`src/rtl/video_timing_gen.sv`:
```
`default_nettype none
// ============================================================================
//  Module      : video_timing_gen
//  Description : Free-running raster timing source. Horizontal and vertical
//                counters are decoded into registered href/vref/de/hsync/
//                vsync/sof strobes. Each active cycle carries one 8-bit pixel.
//                The pixel is either pulled from upstream through pix_rdy or
//                generated internally.
//                Optional feature macro: VTG_PATTERN_EN. When it is defined,
//                data_out carries the (h_cnt + v_cnt) test pattern, pix_rdy
//                is held at 0, and pix_in is ignored.
//  Revision    : 1.0 - initial release
// ============================================================================
module video_timing_gen #(
  parameter int IMG_COL = 1920,
  parameter int IMG_ROW = 1080,
  parameter int H_FP    = 88,
  parameter int H_SYNC  = 44,
  parameter int H_BP    = 148,
  parameter int V_FP    = 4,
  parameter int V_SYNC  = 5,
  parameter int V_BP    = 36
) (
  input  logic       clk,
  input  logic       nrst,
  input  logic       en,
  input  logic [7:0] pix_in,
  output logic       pix_rdy,
  output logic       de,
  output logic       href,
  output logic       vref,
  output logic       hsync,
  output logic       vsync,
  output logic       sof,
  output logic [7:0] data_out
);

  localparam int H_TOT = IMG_COL + H_FP + H_SYNC + H_BP;
  localparam int V_TOT = IMG_ROW + V_FP + V_SYNC + V_BP;

  // Region boundaries as 12-bit counter values (END values are exclusive).
  localparam logic [11:0] H_ACT_END  = 12'(IMG_COL);
  localparam logic [11:0] H_SYNC_BEG = 12'(IMG_COL + H_FP);
  localparam logic [11:0] H_SYNC_END = 12'(IMG_COL + H_FP + H_SYNC);
  localparam logic [11:0] H_LAST     = 12'(H_TOT - 1);
  localparam logic [11:0] V_ACT_END  = 12'(IMG_ROW);
  localparam logic [11:0] V_SYNC_BEG = 12'(IMG_ROW + V_FP);
  localparam logic [11:0] V_SYNC_END = 12'(IMG_ROW + V_FP + V_SYNC);
  localparam logic [11:0] V_LAST     = 12'(V_TOT - 1);

  logic [11:0] h_cnt;
  logic [11:0] v_cnt;

  logic        h_act;
  logic        v_act;
  logic        h_in_sync;
  logic        v_in_sync;
  logic        h_wrap;
  logic        v_wrap;
  logic        frame_start;
  logic        pix_act;
  logic [7:0]  pix_sel;

  // Decode the current counter position into region flags.
  always_comb begin
    h_act       = (h_cnt < H_ACT_END);
    v_act       = (v_cnt < V_ACT_END);
    h_in_sync   = (h_cnt >= H_SYNC_BEG) && (h_cnt < H_SYNC_END);
    v_in_sync   = (v_cnt >= V_SYNC_BEG) && (v_cnt < V_SYNC_END);
    h_wrap      = (h_cnt == H_LAST);
    v_wrap      = (v_cnt == V_LAST);
    frame_start = (h_cnt == 12'd0) && (v_cnt == 12'd0);
    pix_act     = h_act && v_act;
  end

`ifdef VTG_PATTERN_EN
  // The pattern is the low byte of h+v, so only the low counter bytes matter.
  logic unused_pix_in;

  assign unused_pix_in = ^pix_in;
  assign pix_rdy       = 1'b0;

  // Internal test pattern replaces the upstream pixel.
  always_comb begin
    pix_sel = h_cnt[7:0] + v_cnt[7:0];
  end
`else
  // Request is gated by reset so that it reads 0 while the block is held in
  // reset, and goes high as soon as reset is released at frame start.
  assign pix_rdy = nrst && en && pix_act;

  // Upstream pixel passes straight through to the output register.
  always_comb begin
    pix_sel = pix_in;
  end
`endif

  // Raster counters: h wraps at end of line, v advances only on h wrap.
  // Dropping en clears both, so a restart always begins at frame start.
  always_ff @(posedge clk or negedge nrst) begin
    if (!nrst) begin
      h_cnt <= 12'd0;
      v_cnt <= 12'd0;
    end else if (!en) begin
      h_cnt <= 12'd0;
      v_cnt <= 12'd0;
    end else if (h_wrap) begin
      h_cnt <= 12'd0;
      v_cnt <= v_wrap ? 12'd0 : v_cnt + 12'd1;
    end else begin
      h_cnt <= h_cnt + 12'd1;
    end
  end

  // Output registers: one cycle behind the counter state; all zero when idle.
  always_ff @(posedge clk or negedge nrst) begin
    if (!nrst) begin
      href     <= 1'b0;
      vref     <= 1'b0;
      de       <= 1'b0;
      hsync    <= 1'b0;
      vsync    <= 1'b0;
      sof      <= 1'b0;
      data_out <= 8'd0;
    end else if (!en) begin
      href     <= 1'b0;
      vref     <= 1'b0;
      de       <= 1'b0;
      hsync    <= 1'b0;
      vsync    <= 1'b0;
      sof      <= 1'b0;
      data_out <= 8'd0;
    end else begin
      href     <= h_act;
      vref     <= v_act;
      de       <= pix_act;
      hsync    <= h_in_sync;
      vsync    <= v_in_sync;
      sof      <= frame_start;
      data_out <= pix_act ? pix_sel : 8'd0;
    end
  end

endmodule
`default_nettype wire

```
`config.mk`:
```
export PLATFORM = sky130hd
export DESIGN_NAME = video_timing_gen
export DESIGN_NICKNAME = d
export VERILOG_FILES = /design/src/rtl/video_timing_gen.sv
export SDC_FILE = /design/constraint.sdc
export NUM_CORES = 1
export LEC_CHECK = 0
export BUFFER_PORTS_ARGS = -buffer_cell sky130_fd_sc_hd__buf_2
export CAP_MARGIN = 25
export CELL_PAD_IN_SITES_DETAIL_PLACEMENT = 0
export CELL_PAD_IN_SITES_GLOBAL_PLACEMENT = 2
export CORE_MARGIN = 3
export CORE_UTILIZATION = 25
export DETAILED_ROUTE_END_ITERATION = 12
export GPL_TIMING_DRIVEN = 1
export HOLD_SLACK_MARGIN = 0.15
export PLACE_DENSITY_LB_ADDON = 0.1
export SLEW_MARGIN = 20
export SYNTH_ARGS = -nofsm -noshare
export SYNTH_HDL_FRONTEND = slang
export SYNTH_SLANG_ARGS = --single-unit
```
`constraint.sdc`:
```
create_clock -name clk -period 3 [get_ports clk]
set_clock_uncertainty 0.1 [all_clocks]
set_input_delay 0.3 -clock clk [delete_from_list [all_inputs] [get_ports clk]]
set_output_delay 0.3 -clock clk [all_outputs]
set_load 0.01 [all_outputs]
```
Word level (Yosys, flattened, before mapping) --
Cells that the tools add are included.
Operators by class: reduce and logical (&&, ||, !) cells 8, equality and inequality tests 3, mux-type cells 13, $lt $le $gt $ge 6, $add $sub $neg 2
Operators by type and width (number):
- $mux 12 | 5
- $lt 12x11->1 const B | 3
- $add 12x1->12 const B | 2
- $ge 12x11->1 const B | 2
- $logic_not 12->1 | 2
- $mux 8 | 2
- $eq 12x11->1 const B | 1
- $eq 12x12->1 const B | 1
- $lt 12x12->1 const B | 1
- $logic_and 1x1->1 | 6
- $mux 1 | 6
- $ne 2x1->1 const B | 1
Word-level totals: word-level logic and storage cells 41, bits in registers 38, output and inout port bits 15, input port bits 11

Depth between registers and ports, before layout --
Gate-level depths: netlist of run 1.
depth after elaboration 4, depth in mapped cells 7, mapped depth without buffers 6

Least setup slack after synthesis of run 1 --
OpenSTA, ideal clock, no wires.
path kind register to register, from register h_cnt[6], to register v_cnt[8], path buffers 0, cell stages (with the launch flop) 5, period minus slack after synthesis 2.284 ns, path slack 0.716 ns, arrival 2.107 ns, library setup time 0.077 ns, required time 2.823 ns, cell sequence dfrtp_1 or4_4 o41a_4 or4_1 a21oi_1
On the way: cells in the longest elaborated chain, start to end 2
Ends and longest elaborated chain:
- from (decl) | RTL line 51 | logic [11:0] h_cnt;
- from (signal assigned) | RTL line 111 | h_cnt <= h_cnt + 12'd1;
- $eq 12x12->1 | RTL line 70 | h_wrap = (h_cnt == H_LAST);
- $ne 2x1->1 (no line)
- to (signal assigned) | RTL line 109 | v_cnt <= v_wrap ? 12'd0 : v_cnt + 12'd1;
- to (decl) | RTL line 52 | logic [11:0] v_cnt;
Every way passes these cells. A chain may end at the register's enable or synchronous reset.

Final worst setup path of run 1 --
from register v_cnt[9], to output pix_rdy
On the way: cells in the longest elaborated chain, start to end 3
Ends and longest elaborated chain:
- $lt 12x11->1 | RTL line 67 | v_act = (v_cnt < V_ACT_END);
- $logic_and 1x1->1 | RTL line 73 | pix_act = h_act && v_act;
- $logic_and 1x1->1 | RTL line 90 | assign pix_rdy = nrst && en && pix_act;
- to (decl) | RTL line 28 | output logic pix_rdy,
Every way passes these cells.

==> flow_summary.json, run 1 <==
{
  "outcome": "finished clean",
  "final_cell_mix": "38 x dfrtp_1, 25 x buf_2, 15 x nand3_1, 15 x nor2_1, 13 x nand2_1",
  "nets": 243,
  "p_per_area_nw_per_um2": 425,
  "finalHoldViolations": 0,
  "ys_seq_elements": 38,
  "regToRegEndpoint": "v_cnt[8]$_DFFE_PN0P_",
  "root_buffer": "clkbuf_8",
  "synth_top_family_by_area": "simple AND/OR/NAND/NOR gates",
  "grt_pass1_wl_mm": 7.59,
  "vdd_ir_drop_max_mv": 0.148,
  "ios": 26,
  "vias": 1545,
  "design_area_um2": 2290,
  "cts_buffers": 5,
  "antenna_found_initial": 0,
  "start_util": 0.265,
  "slew_violations": 0,
  "fin_crit_sh": 0.901,
  "report.power.total_mw": 0.974,
  "yosysUniqueCellTypes": 35,
  "fp.dieH_um": 92.0,
  "relSlewSlack": 0.537,
  "wl_met2_mm": 2.05,
  "synth_edf_count": 0,
  "fill_cells": 723,
  "seqPwrFrac": 0.544,
  "overflow": 0,
  "wl_met3_um": 264,
  "final_common_cell": "dfrtp_1",
  "async_flop_share": 1.00,
  "grt_use_total": 0.114,
  "utilization": 0.328,
  "max-cap-violations": 0,
  "clkPwrFrac": 0.376,
  "tightest_slew_ns": 0.688,
  "drtIter0Drc": 49,
  "cts-resized-gates": 0,
  "preCtsSetupSlack_ns": 0.584,
  "tns_ns": 0,
  "period_minus_slack_ns": 2.70,
  "firstDrtPassIters": 4,
  "clock_path_buffers": 2,
  "syn_avg_cell_area_um2": 9.82,
  "fmax_mhz": 370,
  "synthAdderAreaFrac": 0.0339,
  "worstHoldPathType": "in -> reg",
  "core_um2": 6980,
  "via_per_inst": 4.77,
  "numPortBuffers": 25,
  "grt_setup_unrepaired": "false",
  "synth-compound-area-share": 0.110,
  "endpoint_kind": "output pin",
  "cp_data_required_time_ns": 2.60,
  "cts_tree": "yes",
  "num_rows": 30,
  "fp.dieW_um": 92.0,
  "swShare": 0.236,
  "synthCells": 188,
  "grt_pass1_vias": 1473,
  "top_layer": "met4",
  "synth_area_um2": 1850,
  "setup_ws_ns": 0.296,
  "ant_nets": 0,
  "cp.arrival_ns": 2.30,
  "wl_per_cell_um": 14.2,
  "drive_gt1_frac": 0.184,
  "ys_warn_count": 0,
  "crit_end": "pix_rdy",
  "cp-start-kind": "flop",
  "final_cells": 324,
  "synthXorXnorAreaFrac": 0.0379,
  "gp_congestion": 0.784,
  "cts_setup_buffers": 0,
  "setup_viol": 0,
  "p_comb_frac": 0.081,
  "numPlacedInstances": 307,
  "yosysSeqAreaShare": 0.515,
  "drcViolationCount": 0,
  "worstReg2RegStart": "h_cnt[6]$_DFF_PN0_",
  "p_leak_nw": 0.977,
  "synthesis.nets": 204,
  "post_dp_cell_area_um2": 2110,
  "dieArea_um2": 8450,
  "dp_hpwl_mm": 3.27,
  "synthMuxAreaShare": 0,
  "area_growth_syn_to_layout_pct": 24.1,
  "cts_num_sinks": 38,
  "met1_length_mm": 2.21,
  "ys.flop_type": "dfrtp_1",
  "synth_simple_gate_area_frac": 0.272,
  "intPower_mw": 0.744,
  "crit_type": "reg -> out",
  "r2r_setup_slack_ns": 0.57,
  "cts_hold_buf": 9,
  "drt_wl_total_mm": 4.59,
  "crit_fanout": 10,
  "r2r_cells": 4,
  "holdWs_ns": 0.262,
  "insertion_delay_ns": 0.29,
  "crit_start": "v_cnt[9]$_DFFE_PN0P_",
  "htreeDepth": 2,
  "clk_pin_slew_ns": 0.08,
  "p_switching_mw": 0.230,
  "diodes": 0,
  "grt_max_degree": 39
}
[worst max-delay path, stage by stage, from the launching register on]
cell,delay [ns]
dfrtp_1,0.43
nor4_1,0.65
a31oi_1,0.21
nor2b_1,0.42
and2_1,0.19
buf_2,0.12
[area by class of cell]
type / count / area [µm²] / area share
inverter: 8 / 30.0 / 0.0131
multi-input combinational: 135 / 846 / 0.369
clock inverter: 1 / 5.00 / 0.00218
sequential: 38 / 951 / 0.415
timing repair buffer: 39 / 253 / 0.110
tap: 96 / 120 / 0.0524
clock buffer: 7 / 86.3 / 0.0377
[cell families after synthesis]
| kind of cell | after synthesis |
|---|---|
| simple gates | 91 |
| flops | 38 |
| compound gates | 31 |
| buf+inv | 15 |
| xor+xnor | 8 |
| fa+ha+maj | 5 |
[registers in the layout (all words and copies together) (netlist names)]
signal    flops
vref          1
de            1
h_cnt        12
href          1
data_out      8
v_cnt        12
sof           1
hsync         1
vsync         1
[how the worst min path moves through the flow]
stage / from / endpoint / slack [ns] / depth (start not counted)
after floorplan: nrst / data_out[0]$_DFF_PN0_ / -0.1 / 0
after global placement: nrst / h_cnt[11]$_DFF_PN0_ / 0.31 / 2
after detailed placement: nrst / h_cnt[4]$_DFF_PN0_ / 0.33 / 2
after CTS: en / vsync$_DFF_PN0_ / 0.26 / 3
after global routing: en / vsync$_DFF_PN0_ / 0.30 / 3
final: en / vsync$_DFF_PN0_ / 0.26 / 3
[cells in the mapped netlist (all sizes together) (6+ instances only)]
cell / count / share of area
a21oi: 7 / 0.019
a31oi: 11 / 0.037
and2: 12 / 0.041
clkbuf: 6 / 0.012
dfrtp: 38 / 0.51
inv: 8 / 0.016
nand2: 13 / 0.026
nand3: 15 / 0.041
nor2: 15 / 0.030
nor3: 9 / 0.024
[routing by layer]
layer | global-route usage | vias to the layer above
met2 | 0.169 | 44
met1 | 0.155 | 748
met3 | 0.0345 | 6
met4 | 0.0446 | 0
li1 | - | 747
met5 | 0 | -
[power by group through the flow]
stage,Sequential [mW],Combinational (mW),Clock [mW]
after CTS,0.529,0.0818,0.389
after global placement,0.539,0.0713,0
after global routing,0.530,0.0890,0.403
after floorplan,0.544,0.0265,0
final,0.529,0.0787,0.366
after detailed placement,0.540,0.0721,0
No activity file was read; power rests on OpenSTA's default activity.
==> inputs of run 2 (changes only) <==
--- a/config.mk
+++ b/config.mk
@@ -5,13 +5,13 @@
 export SDC_FILE = /design/constraint.sdc
 export NUM_CORES = 1
 export LEC_CHECK = 0
-export BUFFER_PORTS_ARGS = -buffer_cell sky130_fd_sc_hd__buf_2
 export CAP_MARGIN = 25
 export CELL_PAD_IN_SITES_DETAIL_PLACEMENT = 0
 export CELL_PAD_IN_SITES_GLOBAL_PLACEMENT = 2
 export CORE_MARGIN = 3
 export CORE_UTILIZATION = 25
 export DETAILED_ROUTE_END_ITERATION = 12
+export DONT_BUFFER_PORTS = 1
 export GPL_TIMING_DRIVEN = 1
 export HOLD_SLACK_MARGIN = 0.15
 export PLACE_DENSITY_LB_ADDON = 0.1
==> flow_summary.json, run 2 (synthesis results as in run 1) <==
{
  "outcome": "finished clean",
  "use_met3": 0.0312,
  "fill_cells": 724,
  "htreeDepth": 2,
  "post_dp_cell_area_um2": 1980,
  "p_leak_nw": 0.899,
  "p_per_area_nw_per_um2": 509,
  "diodes": 0,
  "vias": 1449,
  "relSlewSlack": 0.565,
  "via_per_inst": 4.83,
  "slowest_stage": "nor4_1",
  "grt-busiest-layer": "met2",
  "start_util": 0.265,
  "grt_use_total": 0.114,
  "setup_viol": 0,
  "finalHoldViolations": 0,
  "clock_path_buffers": 2,
  "fp.dieH_um": 92.0,
  "core_um2": 6980,
  "grt.met1_usage": 0.163,
  "drive_gt1_frac": 0.0882,
  "cts_tree": "yes",
  "critPathMaxStageDelay_ns": 0.61,
  "grt_max_degree": 39,
  "crit_fanout": 10,
  "ios": 26,
  "period_minus_slack_ns": 2.67,
  "final_common_cell": "dfrtp_1",
  "overflow": 0,
  "clk_pin_slew_ns": 0.08,
  "grt_pass1_wl_mm": 7.43,
  "nets": 219,
  "final_cell_mix": "38 x dfrtp_1, 15 x nand3_1, 15 x nor2_1",
  "endpoint_kind": "output pin",
  "root_buffer": "clkbuf_8",
  "max-cap-violations": 0,
  "num_rows": 30,
  "slew_violations": 0,
  "reg_top3": "h_cnt (12), v_cnt (12), data_out (8)",
  "worstHoldPathType": "in -> reg",
  "cp_data_required_time_ns": 2.60,
  "cts_num_sinks": 38,
  "gp_congestion": 0.765,
  "drt_wl_total_mm": 4.65,
  "tightest_slew_ns": 0.646,
  "cts_buffers": 5,
  "crit_type": "reg -> out",
  "critical_path.cell_chain": "nor4_1, a31oi_1, nor2b_1, and2_1",
  "fp.dieW_um": 92.0,
  "dieArea_um2": 8450,
  "preCtsSetupSlack_ns": 0.601,
  "grt_setup_unrepaired": "false",
  "tns_ns": 0,
  "use_met2": 0.165,
  "wl_per_cell_um": 15.5,
  "r2r_cells": 4,
  "drcViolationCount": 0,
  "numPortBuffers": 0,
  "report.power.total_mw": 1.14,
  "drtIter0Drc": 94,
  "fmax_mhz": 375,
  "setup_ws_ns": 0.334,
  "cts_setup_buffers": 0,
  "antenna_found_initial": 0,
  "area_growth_syn_to_layout_pct": 21.3,
  "cp.arrival_ns": 2.27,
  "design_area_um2": 2240,
  "fin_crit_sh": 0.889,
  "firstDrtPassIters": 4,
  "cp-start-kind": "flop",
  "vdd_ir_drop_max_mv": 0.195,
  "dp_hpwl_mm": 3.13,
  "hold_depth": 3,
  "grt_pass1_vias": 1390,
  "ant_nets": 0,
  "insertion_delay_ns": 0.29
}
run 2: cell count changes in the layout (fill, tap and decap cells not counted):
cell	change
clkbuf_1	-1
buf_12	+1
bufinv_16	+2
buf_2	-25
buf_4	-1
clkinv_2	-1
dlygate4sd3_1	+1
run 2: final timing paths:
check                                            end            startpoint  slack, ns
worst min register to register    h_cnt[0]$_DFF_PN0_    h_cnt[0]$_DFF_PN0_       0.38
worst max-delay path                         pix_rdy  v_cnt[9]$_DFFE_PN0P_       0.33
worst min-delay path            v_cnt[3]$_DFFE_PN0P_                    en       0.17
min in group asynchronous         h_cnt[7]$_DFF_PN0_                  nrst       0.37
max in group asynchronous         h_cnt[2]$_DFF_PN0_                  nrst       2.23
worst max register to register  v_cnt[8]$_DFFE_PN0P_    h_cnt[6]$_DFF_PN0_       0.58
run 2: final cells by class:
| type | instances | area (µm²) | area share |
|---|---|---|---|
| inverter | 8 | 30.0 | 0.0134 |
| multi-input combinational | 135 | 846 | 0.378 |
| clock buffer | 6 | 82.6 | 0.0369 |
| timing repair buffer | 15 | 150 | 0.0670 |
| tap | 96 | 120 | 0.0536 |
| sequential | 38 | 951 | 0.425 |
| clock inverter | 2 | 60.1 | 0.0268 |
run 2: per-stage QoR:
step	instances	utilization	hold WS, ns
5_1_grt	300	0.321	0.174
2_1_floorplan	188	-	-0.0956
6_report	300	0.321	0.171
4_1_cts	300	0.321	0.160
3_3_place_gp	281	0.283	-0.0945
3_5_place_dp	281	0.283	-0.0944
run 2: critical path: cells and delay by family, from the launching register on:
family	cells	cell delay, ns
AOI/OAI and AO/OA	1	0.21
and+or+nand+nor	3	1.33
DFF	1	0.43
run 2: power breakdown:
group	leakage [nW]	internal (mW)	total (mW)	switching (mW)
registers	0.512	0.524	0.535	0.0111
clock network	0.0714	0.355	0.542	0.188
logic	0.316	0.0268	0.0619	0.0350
total	0.899	0.906	1.14	0.234
run 2: layer usage:
layer,vias to the layer above,part of all wire
met4,0,0.010
met5,-,0
met1,696,0.50
li1,703,-
met3,5,0.064
met2,45,0.43
run 2: timing repair:
item	CTS	global route
gates resized for setup	0	0
hold endpoints to repair	50	0
hold buffers	11	0
